`src/rtl/mem_access_ctrl_pkg.sv`:
```
// Shared types and constants for the data-memory access controller.
package mem_ctrl_pkg;

  // Controller states: wait for a memory op, talk to memory, hand result to MEM/WB, or stop on timeout.
  typedef enum logic [1:0] {
    IDLE   = 2'd0,
    ACCESS = 2'd1,
    DONE   = 2'd2,
    ERR    = 2'd3
  } state_e;

  // Default number of ACCESS cycles allowed before dmem_ready must arrive.
  localparam int TIMEOUT_CYCLES_DEF = 16;

  // Wait-counter width for the default timeout.
  localparam int CNT_W_DEF = $clog2(TIMEOUT_CYCLES_DEF);

  // Counter width for an arbitrary limit; never narrower than one bit.
  function automatic int cnt_width(input int limit);
    return (limit > 2) ? $clog2(limit) : 1;
  endfunction

endpackage

```
`src/rtl/mem_access_ctrl_if.sv`:
```
// Pipeline-side and memory-side signals of the access controller as one bundle.
interface mem_access_ctrl_if #(
  parameter int AW = 32,
  parameter int DW = 32
);

  // EX/MEM slot
  logic          ex_valid;
  logic          ex_mem_read;
  logic          ex_mem_write;
  logic          flush;
  logic [AW-1:0] ex_addr;
  logic [DW-1:0] ex_wdata;

  // Data memory port
  logic          dmem_req;
  logic          dmem_we;
  logic [AW-1:0] dmem_addr;
  logic [DW-1:0] dmem_wdata;
  logic          dmem_ready;
  logic [DW-1:0] dmem_rdata;

  // Pipeline control and results
  logic          stall;
  logic          wb_bubble;
  logic [DW-1:0] rdata;
  logic          timeout_err;

  // The controller side
  modport master (
    input  ex_valid, ex_mem_read, ex_mem_write, flush, ex_addr, ex_wdata,
    input  dmem_ready, dmem_rdata,
    output dmem_req, dmem_we, dmem_addr, dmem_wdata,
    output stall, wb_bubble, rdata, timeout_err
  );

  // The pipeline/memory environment side
  modport slave (
    output ex_valid, ex_mem_read, ex_mem_write, flush, ex_addr, ex_wdata,
    output dmem_ready, dmem_rdata,
    input  dmem_req, dmem_we, dmem_addr, dmem_wdata,
    input  stall, wb_bubble, rdata, timeout_err
  );

endinterface

```
`src/rtl/mem_access_ctrl_timeout_cnt.sv`:
```
// Saturating wait counter; flags when the ACCESS wait budget is used up.
module mem_timeout_cnt
  import mem_ctrl_pkg::*;
#(
  parameter int LIMIT = TIMEOUT_CYCLES_DEF
) (
  input  logic clk,
  input  logic rst_n,
  input  logic clr,
  input  logic inc,
  output logic expired
);

  localparam int            W   = cnt_width(LIMIT);
  localparam logic [W-1:0]  MAX = W'(LIMIT - 1);

  logic [W-1:0] cnt_q;
  logic [W-1:0] cnt_d;

  // Next count: clear wins, otherwise count up and stick at the limit
  always_comb begin
    cnt_d = cnt_q;
    if (clr) begin
      cnt_d = '0;
    end else if (inc && (cnt_q != MAX)) begin
      cnt_d = cnt_q + 1'b1;
    end
  end

  // Count register
  always_ff @(posedge clk or negedge rst_n) begin
    if (!rst_n) begin
      cnt_q <= '0;
    end else begin
      cnt_q <= cnt_d;
    end
  end

  assign expired = (cnt_q == MAX);

endmodule

```
`src/rtl/mem_access_ctrl.sv`:
```
// MEM-stage controller: holds the pipeline while a load/store waits on a
// variable-latency data memory, and parks in ERR if memory never answers.
module mem_access_ctrl
  import mem_ctrl_pkg::*;
#(
  parameter int AW             = 32,
  parameter int DW             = 32,
  parameter int TIMEOUT_CYCLES = TIMEOUT_CYCLES_DEF
) (
  input  logic              clk,
  input  logic              rst_n,
  mem_access_ctrl_if.master bus
);

  state_e        state_q;
  logic          req_q;
  logic          we_q;
  logic [AW-1:0] addr_q;
  logic [DW-1:0] wdata_q;
  logic [DW-1:0] rdata_q;
  logic          err_q;

  logic          mem_op;
  logic          start;
  logic          expired;
  logic          hold_d;

  // A squashed or non-memory instruction never starts an access
  assign mem_op = bus.ex_valid & ~bus.flush & (bus.ex_mem_read | bus.ex_mem_write);
  assign start  = (state_q == IDLE) & mem_op;

  mem_timeout_cnt #(
    .LIMIT (TIMEOUT_CYCLES)
  ) u_timeout_cnt (
    .clk     (clk),
    .rst_n   (rst_n),
    .clr     (start),
    .inc     ((state_q == ACCESS) & ~bus.dmem_ready),
    .expired (expired)
  );

  // Main FSM: latch the request on start, finish on ready, give up on expiry
  always_ff @(posedge clk or negedge rst_n) begin
    if (!rst_n) begin
      state_q <= IDLE;
      req_q   <= 1'b0;
      we_q    <= 1'b0;
      addr_q  <= '0;
      wdata_q <= '0;
      rdata_q <= '0;
      err_q   <= 1'b0;
    end else begin
      unique case (state_q)
        IDLE: begin
          if (mem_op) begin
            addr_q  <= bus.ex_addr;
            wdata_q <= bus.ex_wdata;
            // read+write together is treated as a store
            we_q    <= bus.ex_mem_write;
            req_q   <= 1'b1;
            state_q <= ACCESS;
          end
        end
        ACCESS: begin
          // completion takes priority over an expiring counter
          if (bus.dmem_ready) begin
            req_q   <= 1'b0;
            if (!we_q) begin
              rdata_q <= bus.dmem_rdata;
            end
            state_q <= DONE;
          end else if (expired) begin
            req_q   <= 1'b0;
            err_q   <= 1'b1;
            state_q <= ERR;
          end
        end
        DONE: begin
          state_q <= IDLE;
        end
        ERR: begin
          state_q <= ERR;
        end
        default: begin
          state_q <= IDLE;
        end
      endcase
    end
  end

  // Pipeline hold: immediate on a starting op, kept through ACCESS and ERR, released in reset
  always_comb begin
    hold_d = 1'b0;
    if (rst_n) begin
      hold_d = start | (state_q == ACCESS) | (state_q == ERR);
    end
  end

  assign bus.stall       = hold_d;
  assign bus.wb_bubble   = hold_d;
  assign bus.dmem_req    = req_q;
  assign bus.dmem_we     = we_q;
  assign bus.dmem_addr   = addr_q;
  assign bus.dmem_wdata  = wdata_q;
  assign bus.rdata       = rdata_q;
  assign bus.timeout_err = err_q;

endmodule

```
`src/flat_wrapper.sv`:
```
// flat-port wrapper written by rule: the top's interface ports become plain ports
module mem_access_ctrl_flat import mem_ctrl_pkg::*;
#(
  parameter int AW             = 32,
  parameter int DW             = 32,
  parameter int TIMEOUT_CYCLES = TIMEOUT_CYCLES_DEF
)
  (clk, rst_n, bus_ex_valid, bus_ex_mem_read, bus_ex_mem_write, bus_flush, bus_ex_addr, bus_ex_wdata, bus_dmem_ready, bus_dmem_rdata, bus_dmem_req, bus_dmem_we, bus_dmem_addr, bus_dmem_wdata, bus_stall, bus_wb_bubble, bus_rdata, bus_timeout_err);
  mem_access_ctrl_if #(.AW(AW), .DW(DW)) bus_i ();
  input  logic clk;
  input  logic rst_n;
  input wire logic [$bits(bus_i.ex_valid)-1:0] bus_ex_valid;
  input wire logic [$bits(bus_i.ex_mem_read)-1:0] bus_ex_mem_read;
  input wire logic [$bits(bus_i.ex_mem_write)-1:0] bus_ex_mem_write;
  input wire logic [$bits(bus_i.flush)-1:0] bus_flush;
  input wire logic [$bits(bus_i.ex_addr)-1:0] bus_ex_addr;
  input wire logic [$bits(bus_i.ex_wdata)-1:0] bus_ex_wdata;
  input wire logic [$bits(bus_i.dmem_ready)-1:0] bus_dmem_ready;
  input wire logic [$bits(bus_i.dmem_rdata)-1:0] bus_dmem_rdata;
  output wire logic [$bits(bus_i.dmem_req)-1:0] bus_dmem_req;
  output wire logic [$bits(bus_i.dmem_we)-1:0] bus_dmem_we;
  output wire logic [$bits(bus_i.dmem_addr)-1:0] bus_dmem_addr;
  output wire logic [$bits(bus_i.dmem_wdata)-1:0] bus_dmem_wdata;
  output wire logic [$bits(bus_i.stall)-1:0] bus_stall;
  output wire logic [$bits(bus_i.wb_bubble)-1:0] bus_wb_bubble;
  output wire logic [$bits(bus_i.rdata)-1:0] bus_rdata;
  output wire logic [$bits(bus_i.timeout_err)-1:0] bus_timeout_err;
  assign bus_i.ex_valid = bus_ex_valid;
  assign bus_i.ex_mem_read = bus_ex_mem_read;
  assign bus_i.ex_mem_write = bus_ex_mem_write;
  assign bus_i.flush = bus_flush;
  assign bus_i.ex_addr = bus_ex_addr;
  assign bus_i.ex_wdata = bus_ex_wdata;
  assign bus_i.dmem_ready = bus_dmem_ready;
  assign bus_i.dmem_rdata = bus_dmem_rdata;
  assign bus_dmem_req = bus_i.dmem_req;
  assign bus_dmem_we = bus_i.dmem_we;
  assign bus_dmem_addr = bus_i.dmem_addr;
  assign bus_dmem_wdata = bus_i.dmem_wdata;
  assign bus_stall = bus_i.stall;
  assign bus_wb_bubble = bus_i.wb_bubble;
  assign bus_rdata = bus_i.rdata;
  assign bus_timeout_err = bus_i.timeout_err;
  mem_access_ctrl #(.AW(AW), .DW(DW), .TIMEOUT_CYCLES(TIMEOUT_CYCLES)) u_core (.clk(clk), .rst_n(rst_n), .bus(bus_i));
endmodule
```
`config.mk`:
```
export PLATFORM = sky130hd
export DESIGN_NAME = mem_access_ctrl_flat
export DESIGN_NICKNAME = d
export VERILOG_FILES = /design/src/rtl/mem_access_ctrl_pkg.sv /design/src/rtl/mem_access_ctrl_if.sv /design/src/rtl/mem_access_ctrl_timeout_cnt.sv /design/src/rtl/mem_access_ctrl.sv /design/src/flat_wrapper.sv
export SDC_FILE = /design/constraint.sdc
export NUM_CORES = 1
export LEC_CHECK = 0
export BUFFER_PORTS_ARGS = -buffer_cell sky130_fd_sc_hd__buf_2
export CAP_MARGIN = 20
export CORE_MARGIN = 10
export CORE_UTILIZATION = 49
export CTS_BUF_LIST = sky130_fd_sc_hd__clkbuf_16
export DETAILED_ROUTE_END_ITERATION = 12
export GPL_TIMING_DRIVEN = 0
export PLACE_DENSITY = 0.85
export REMOVE_ABC_BUFFERS = 1
export SYNTH_ARGS = -nofsm -noshare
export SYNTH_HDL_FRONTEND = slang
export SYNTH_SLANG_ARGS = --single-unit
```
`constraint.sdc`:
```
create_clock -name clk -period 2.55 [get_ports clk]
set_input_delay 0.3825 -clock clk [delete_from_list [all_inputs] [get_ports clk]]
set_output_delay 0.3825 -clock clk [all_outputs]
set_load 0.02 [all_outputs]
```
==> reports/results.ini, run 1 <==
[status]
status = complete, no violations

[cells_and_area]
utilization = 0.673
layout_common_cells = 202 x buf_2, 105 x dfrtp_1, 68 x mux2_2
fin_nets = 556
area_delta_synth_final_pct = 35.0
antenna_cells = 0
fillers = 632
final_area_um2 = 5440
drive_gt1_frac = 0.637
seq_area_um2 = 2630
multiInputGateArea_um2 = 1310
mostFrequentLayoutCell = buf_2

[power]
pwr-share-seq = 0.400
totalPowerFinal_mw = 7.27
switching_share = 0.388
ir_worst_vdd_v = 0.000683
clkPwrFrac = 0.168
p_per_area_nw_per_um2 = 1330
p_int_mw = 4.45
switching_power_mw = 2.82
p_comb_frac = 0.432
p_leak_nw = 2.72

[clock_network]
cts_inserted_buffers = 9
clk_pin_slew_ns = 0.07
cts_hold_buf = 0
htree_num_levels = 3
root_buffer = clkbuf_16
insertion_delay_ns = 0.33
cts_resized = 0
cts_max_path_buffers = 2
cts_setup_buffers = 0
cts_tree = built
clkSinkCount = 105

[detailed_routing]
viasPerCell = 4.92
wire_per_inst_um = 17.9
ant_nets = 0
drcViolationCount = 0
wirelength_mm = 10.0
vias = 2765
drt_iter0_drc = 95
drtPass1Iterations = 4

[worst_setup_path]
critPathRequiredTime_ns = 2.17
reg2reg_to = u_core.bus.dmem_addr[28]$_DFFE_PN0P_
cp-end-kind = primary output
r2r-start = u_core.state_q[0]$_DFFE_PN0P_
criticalPathCategory = reg -> out
rr_worst_depth = 5
critical_path_arrival_ns = 2.00
start_kind = register
worstPathMaxFanout = 37
cp-startpoint = u_core.state_q[0]$_DFFE_PN0P_
r2r_slack_ns = 0.47

[synthesis]
syn-instance-count = 246
synth_warnings = 0
synth_top_area_frac = 0.652
synth-edff-count = 0
syn_area_um2 = 4030
ys_seq_area_frac = 0.652
ys_async_sr_fraction = 1.00
synth_seq_cells = 105
synth_area_leaders = dfrtp_1 65%, mux2_2 19%, mux2_1 8.1%, buf_4 2.0%, nand3_1 0.50%
synth.distinct_cells = 28
synth_top_cell_by_area = dfrtp_1
syn_area_per_cell_um2 = 16.4
synth_top_flop_cell = dfrtp_1

[sta]
fmax_mhz = 420
maxSlewHeadroom = 0.490
whs_ns = 0.0899
hold_viol_final = 0
final.min_clock_period_ns = 2.38
worst_slack_ns = 0.168
fin_crit_sh = 0.934
setup_viol = 0
worstMarginPinSlew_ns = 0.765
slew_violations = 0
grt_setup_unrepaired = no
skew_ns = 0.00827

[placement]
gp_congestion = 0.775
io_buffers = 203
placed_area_um2 = 5180
dp_hpwl_mm = 8.14
dp_slack_ns = 0.435

[global_route]
grt_pass1_vias = 3134
grt_pass1_wl_mm = 16.5
overflow = 0
grt_max_degree = 55
antenna_found_initial = 0
grtUsageTotal = 0.164

[die]
dieArea_um2 = 12300
start_util = 0.498
rows = 33
core_um2 = 8090
io_pins = 204
dieHeight_um = 111
die-width_um = 111

[hold_path]
hp-class = in -> async

[job]
maxCapViolCount = 0

kinds of logic after synthesis:
kind of cell / count (synthesis) / synth area share
compound gates: 12 / 0.0202
buf+inv: 13 / 0.0227
simple gates: 17 / 0.0289
fa+ha+maj: 1 / 0.00310
flops: 105 / 0.652
mux: 98 / 0.273
power by group through the flow:
stage / Sequential (mW) / Clock, mW / Combinational, mW
global route: 3.03 / 1.33 / 3.36
global placement: 2.87 / 0 / 3.09
floorplan: 3.90 / 0 / 0.934
CTS: 2.92 / 1.26 / 3.21
finish: 2.91 / 1.22 / 3.14
detailed placement: 2.94 / 0 / 3.21
cells in the mapped netlist (2+ instances only):
| library cell | n |
|---|---|
| or3b_1 | 2 |
| nand3_1 | 4 |
| a21oi_1 | 3 |
| buf_4 | 11 |
| o21ai_0 | 3 |
| mux2_1 | 29 |
| dfrtp_1 | 105 |
| or3_1 | 2 |
| mux2_2 | 68 |
layer usage:
| layer | GRT usage | share of wire | vias up |
|---|---|---|---|
| li1 | - | - | 1284 |
| met1 | 0.172 | 0.38 | 1359 |
| met2 | 0.295 | 0.53 | 111 |
| met3 | 0.0639 | 0.078 | 11 |
| met4 | 0.0495 | 0.013 | 0 |
| met5 | 0 | 0 | - |
sequential cells by signal, summed over array words and instances, names as in the netlist:
signal                      flops
u_core.bus.dmem_addr           32
u_core.bus.dmem_wdata          32
u_core.bus.rdata               32
u_core.bus.dmem_req             1
u_core.bus.timeout_err          1
u_core.u_timeout_cnt.cnt_q      4
u_core.state_q                  2
u_core.bus.dmem_we              1
worst max path at each step:
stage	endpoint	slack, ns	cells past startpoint
6_report	bus_wb_bubble	0.17	5
5_1_grt	bus_stall	0.03	5
4_1_cts	bus_stall	0.14	5
3_5_place_dp	u_core.bus.dmem_addr[28]$_DFFE_PN0P_	0.44	6
3_3_place_gp	bus_wb_bubble	-0.52	5
2_1_floorplan	bus_stall	-0.13	3
stage by stage:
stage               setup TNS, ns  cells
finish                          0    562
global route                    0    562
CTS                             0    562
detailed placement              0    546
global placement           -18.96    542
floorplan                  -0.264    234
critical path, stage by stage (launching register included):
cell and delay [ns]:
dfrtp_1 0.45, or3b_1 0.44, nor2_4 0.20, buf_12 0.25, o21a_1 0.16, buf_2 0.17
final cells by class:
class,instances,area share
tap,105,0.0241
clock buffer,9,0.0414
clock inverter,7,0.00759
inverter,1,0.000690
timing repair buffer,207,0.202
sequential,105,0.483
multi-input combinational,128,0.241
No activity file was read; power rests on OpenSTA's default activity.
==> run 2: changes to the inputs <==
CELL_PAD_IN_SITES_DETAIL_PLACEMENT = 0   (was not set)
CELL_PAD_IN_SITES_GLOBAL_PLACEMENT = 1   (was not set)
CORE_UTILIZATION = 38   (was 49)
PLACE_DENSITY = not set   (was 0.85)
PLACE_DENSITY_LB_ADDON = 0.1   (was not set)
TNS_END_PERCENT = 1   (was not set)
==> reports/results.ini, run 2 (same netlist as run 1, synthesis figures left out) <==
[worst_setup_path]
worstPathMaxFanout = 8
start_kind = register
rr_worst_depth = 5
r2r-start = u_core.state_q[0]$_DFFE_PN0P_
criticalPathCategory = reg -> out
critical_path_arrival_ns = 1.75
critPathRequiredTime_ns = 2.17
reg2reg_to = u_core.bus.dmem_addr[14]$_DFFE_PN0P_
r2r_slack_ns = 0.47
cp-end-kind = primary output

[detailed_routing]
ant_nets = 0
drcViolationCount = 0
drtPass1Iterations = 4
wirelength_mm = 10.6
drt_iter0_drc = 109
vias = 2734
wire_per_inst_um = 17.8
viasPerCell = 4.61

[sta]
setup_viol = 0
skew_ns = 0.00723
final.min_clock_period_ns = 2.13
hold_viol_final = 0
worstMarginPinSlew_ns = 0.826
maxSlewHeadroom = 0.449
fmax_mhz = 470
fin_crit_sh = 0.835
slew_violations = 0
grt_setup_unrepaired = no

[clock_network]
cts_tree = built
clk_pin_slew_ns = 0.07
cts_resized = 0
root_buffer = clkbuf_16
cts_setup_buffers = 0
clkSinkCount = 105
cts_max_path_buffers = 2
insertion_delay_ns = 0.34
cts_inserted_buffers = 9
htree_num_levels = 3
cts_hold_buf = 0

[die]
io_pins = 204
dieHeight_um = 123
die-width_um = 123
core_um2 = 10300
dieArea_um2 = 15100
start_util = 0.390
rows = 37

[placement]
dp_hpwl_mm = 8.41
io_buffers = 203
place_inst = 577
gp_congestion = 0.696

[global_route]
grtUsageTotal = 0.136
antenna_found_initial = 0
grt_max_degree = 55
grt_pass1_vias = 2964
overflow = 0
grt_pass1_wl_mm = 16.0

[cells_and_area]
fillers = 935
area_delta_synth_final_pct = 36.5
mostFrequentLayoutCell = buf_2
layout_common_cells = 202 x buf_2, 105 x dfrtp_1, 68 x mux2_2
instances_no_fill = 593
drive_gt1_frac = 0.637
fin_nets = 556
antenna_cells = 0

[power]
p_comb_frac = 0.426
switching_share = 0.382
p_per_area_nw_per_um2 = 1340
ir_worst_vdd_v = 0.000561
p_int_mw = 4.55
p_leak_nw = 2.74
pwr-share-seq = 0.391
switching_power_mw = 2.82
clkPwrFrac = 0.182
totalPowerFinal_mw = 7.36

[status]
status = complete, no violations

[hold_path]
hp-class = in -> async

[job]
maxCapViolCount = 0

[run 2: changes by cell type in the layout (fill, tap and decap cells not counted)]
cell	delta
bufinv_16	+1
clkinv_1	+2
inv_1	-2
clkinvlp_4	-3
clkinv_4	+1
clkinv_2	+1
[run 2: how the worst max path moves through the flow]
stage / start / to / slack [ns]
final: u_core.state_q[0]$_DFFE_PN0P_ / bus_wb_bubble / 0.42
after detailed placement: bus_flush / u_core.bus.dmem_wdata[4]$_DFFE_PN0P_ / 0.39
after global placement: bus_flush / bus_stall / -0.64
after CTS: u_core.state_q[0]$_DFFE_PN0P_ / bus_wb_bubble / 0.40
after floorplan: u_core.state_q[0]$_DFFE_PN0P_ / bus_stall / -0.13
after global routing: u_core.state_q[0]$_DFFE_PN0P_ / bus_wb_bubble / 0.31
[run 2: final cells by class]
class / instances / area [µm²] / share of cell area
flip-flops and latches: 105 / 2630 / 0.477
multi-input cells: 128 / 1310 / 0.239
repair buffers: 207 / 1100 / 0.200
clock buffers: 9 / 225 / 0.0409
well taps: 136 / 170 / 0.0309
clock inverters: 7 / 62.6 / 0.0114
inverters: 1 / 3.75 / 0.000682
[run 2: metrics by stage]
stage	setup slack, ns	hold WS [ns]	area [µm²]	TNS [ns]	utilization
global route	0.310	0.130	5500	0	0.533
detailed placement	0.388	0.455	5220	0	0.505
finish	0.421	0.0811	5500	0	0.533
global placement	-0.637	0.448	5130	-41.57	0.497
floorplan	-0.132	0.0869	3940	-0.264	-
CTS	0.399	0.110	5500	0	0.533
[run 2: critical path, stage by stage (launching register included)]
cell and delay [ns]:
dfrtp_1 0.44, or3b_1 0.43, nor2_4 0.22, o21a_1 0.16, buf_2 0.17
[run 2: power groups by stage]
stage | Sequential, mW | Combinational, mW | Clock, mW
5_1_grt | 3.00 | 3.38 | 1.46
2_1_floorplan | 3.90 | 0.934 | 0
3_3_place_gp | 2.86 | 3.15 | 0
6_report | 2.88 | 3.14 | 1.34
3_5_place_dp | 2.91 | 3.23 | 0
4_1_cts | 2.89 | 3.23 | 1.39
[run 2: metal layers]
layer	global-route usage	wire length (µm)	up-vias
li1	-	-	1284
met1	0.142	3810	1347
met4	0.0349	85	0
met5	0	0	-
met2	0.237	5520	96
met3	0.0734	1160	7
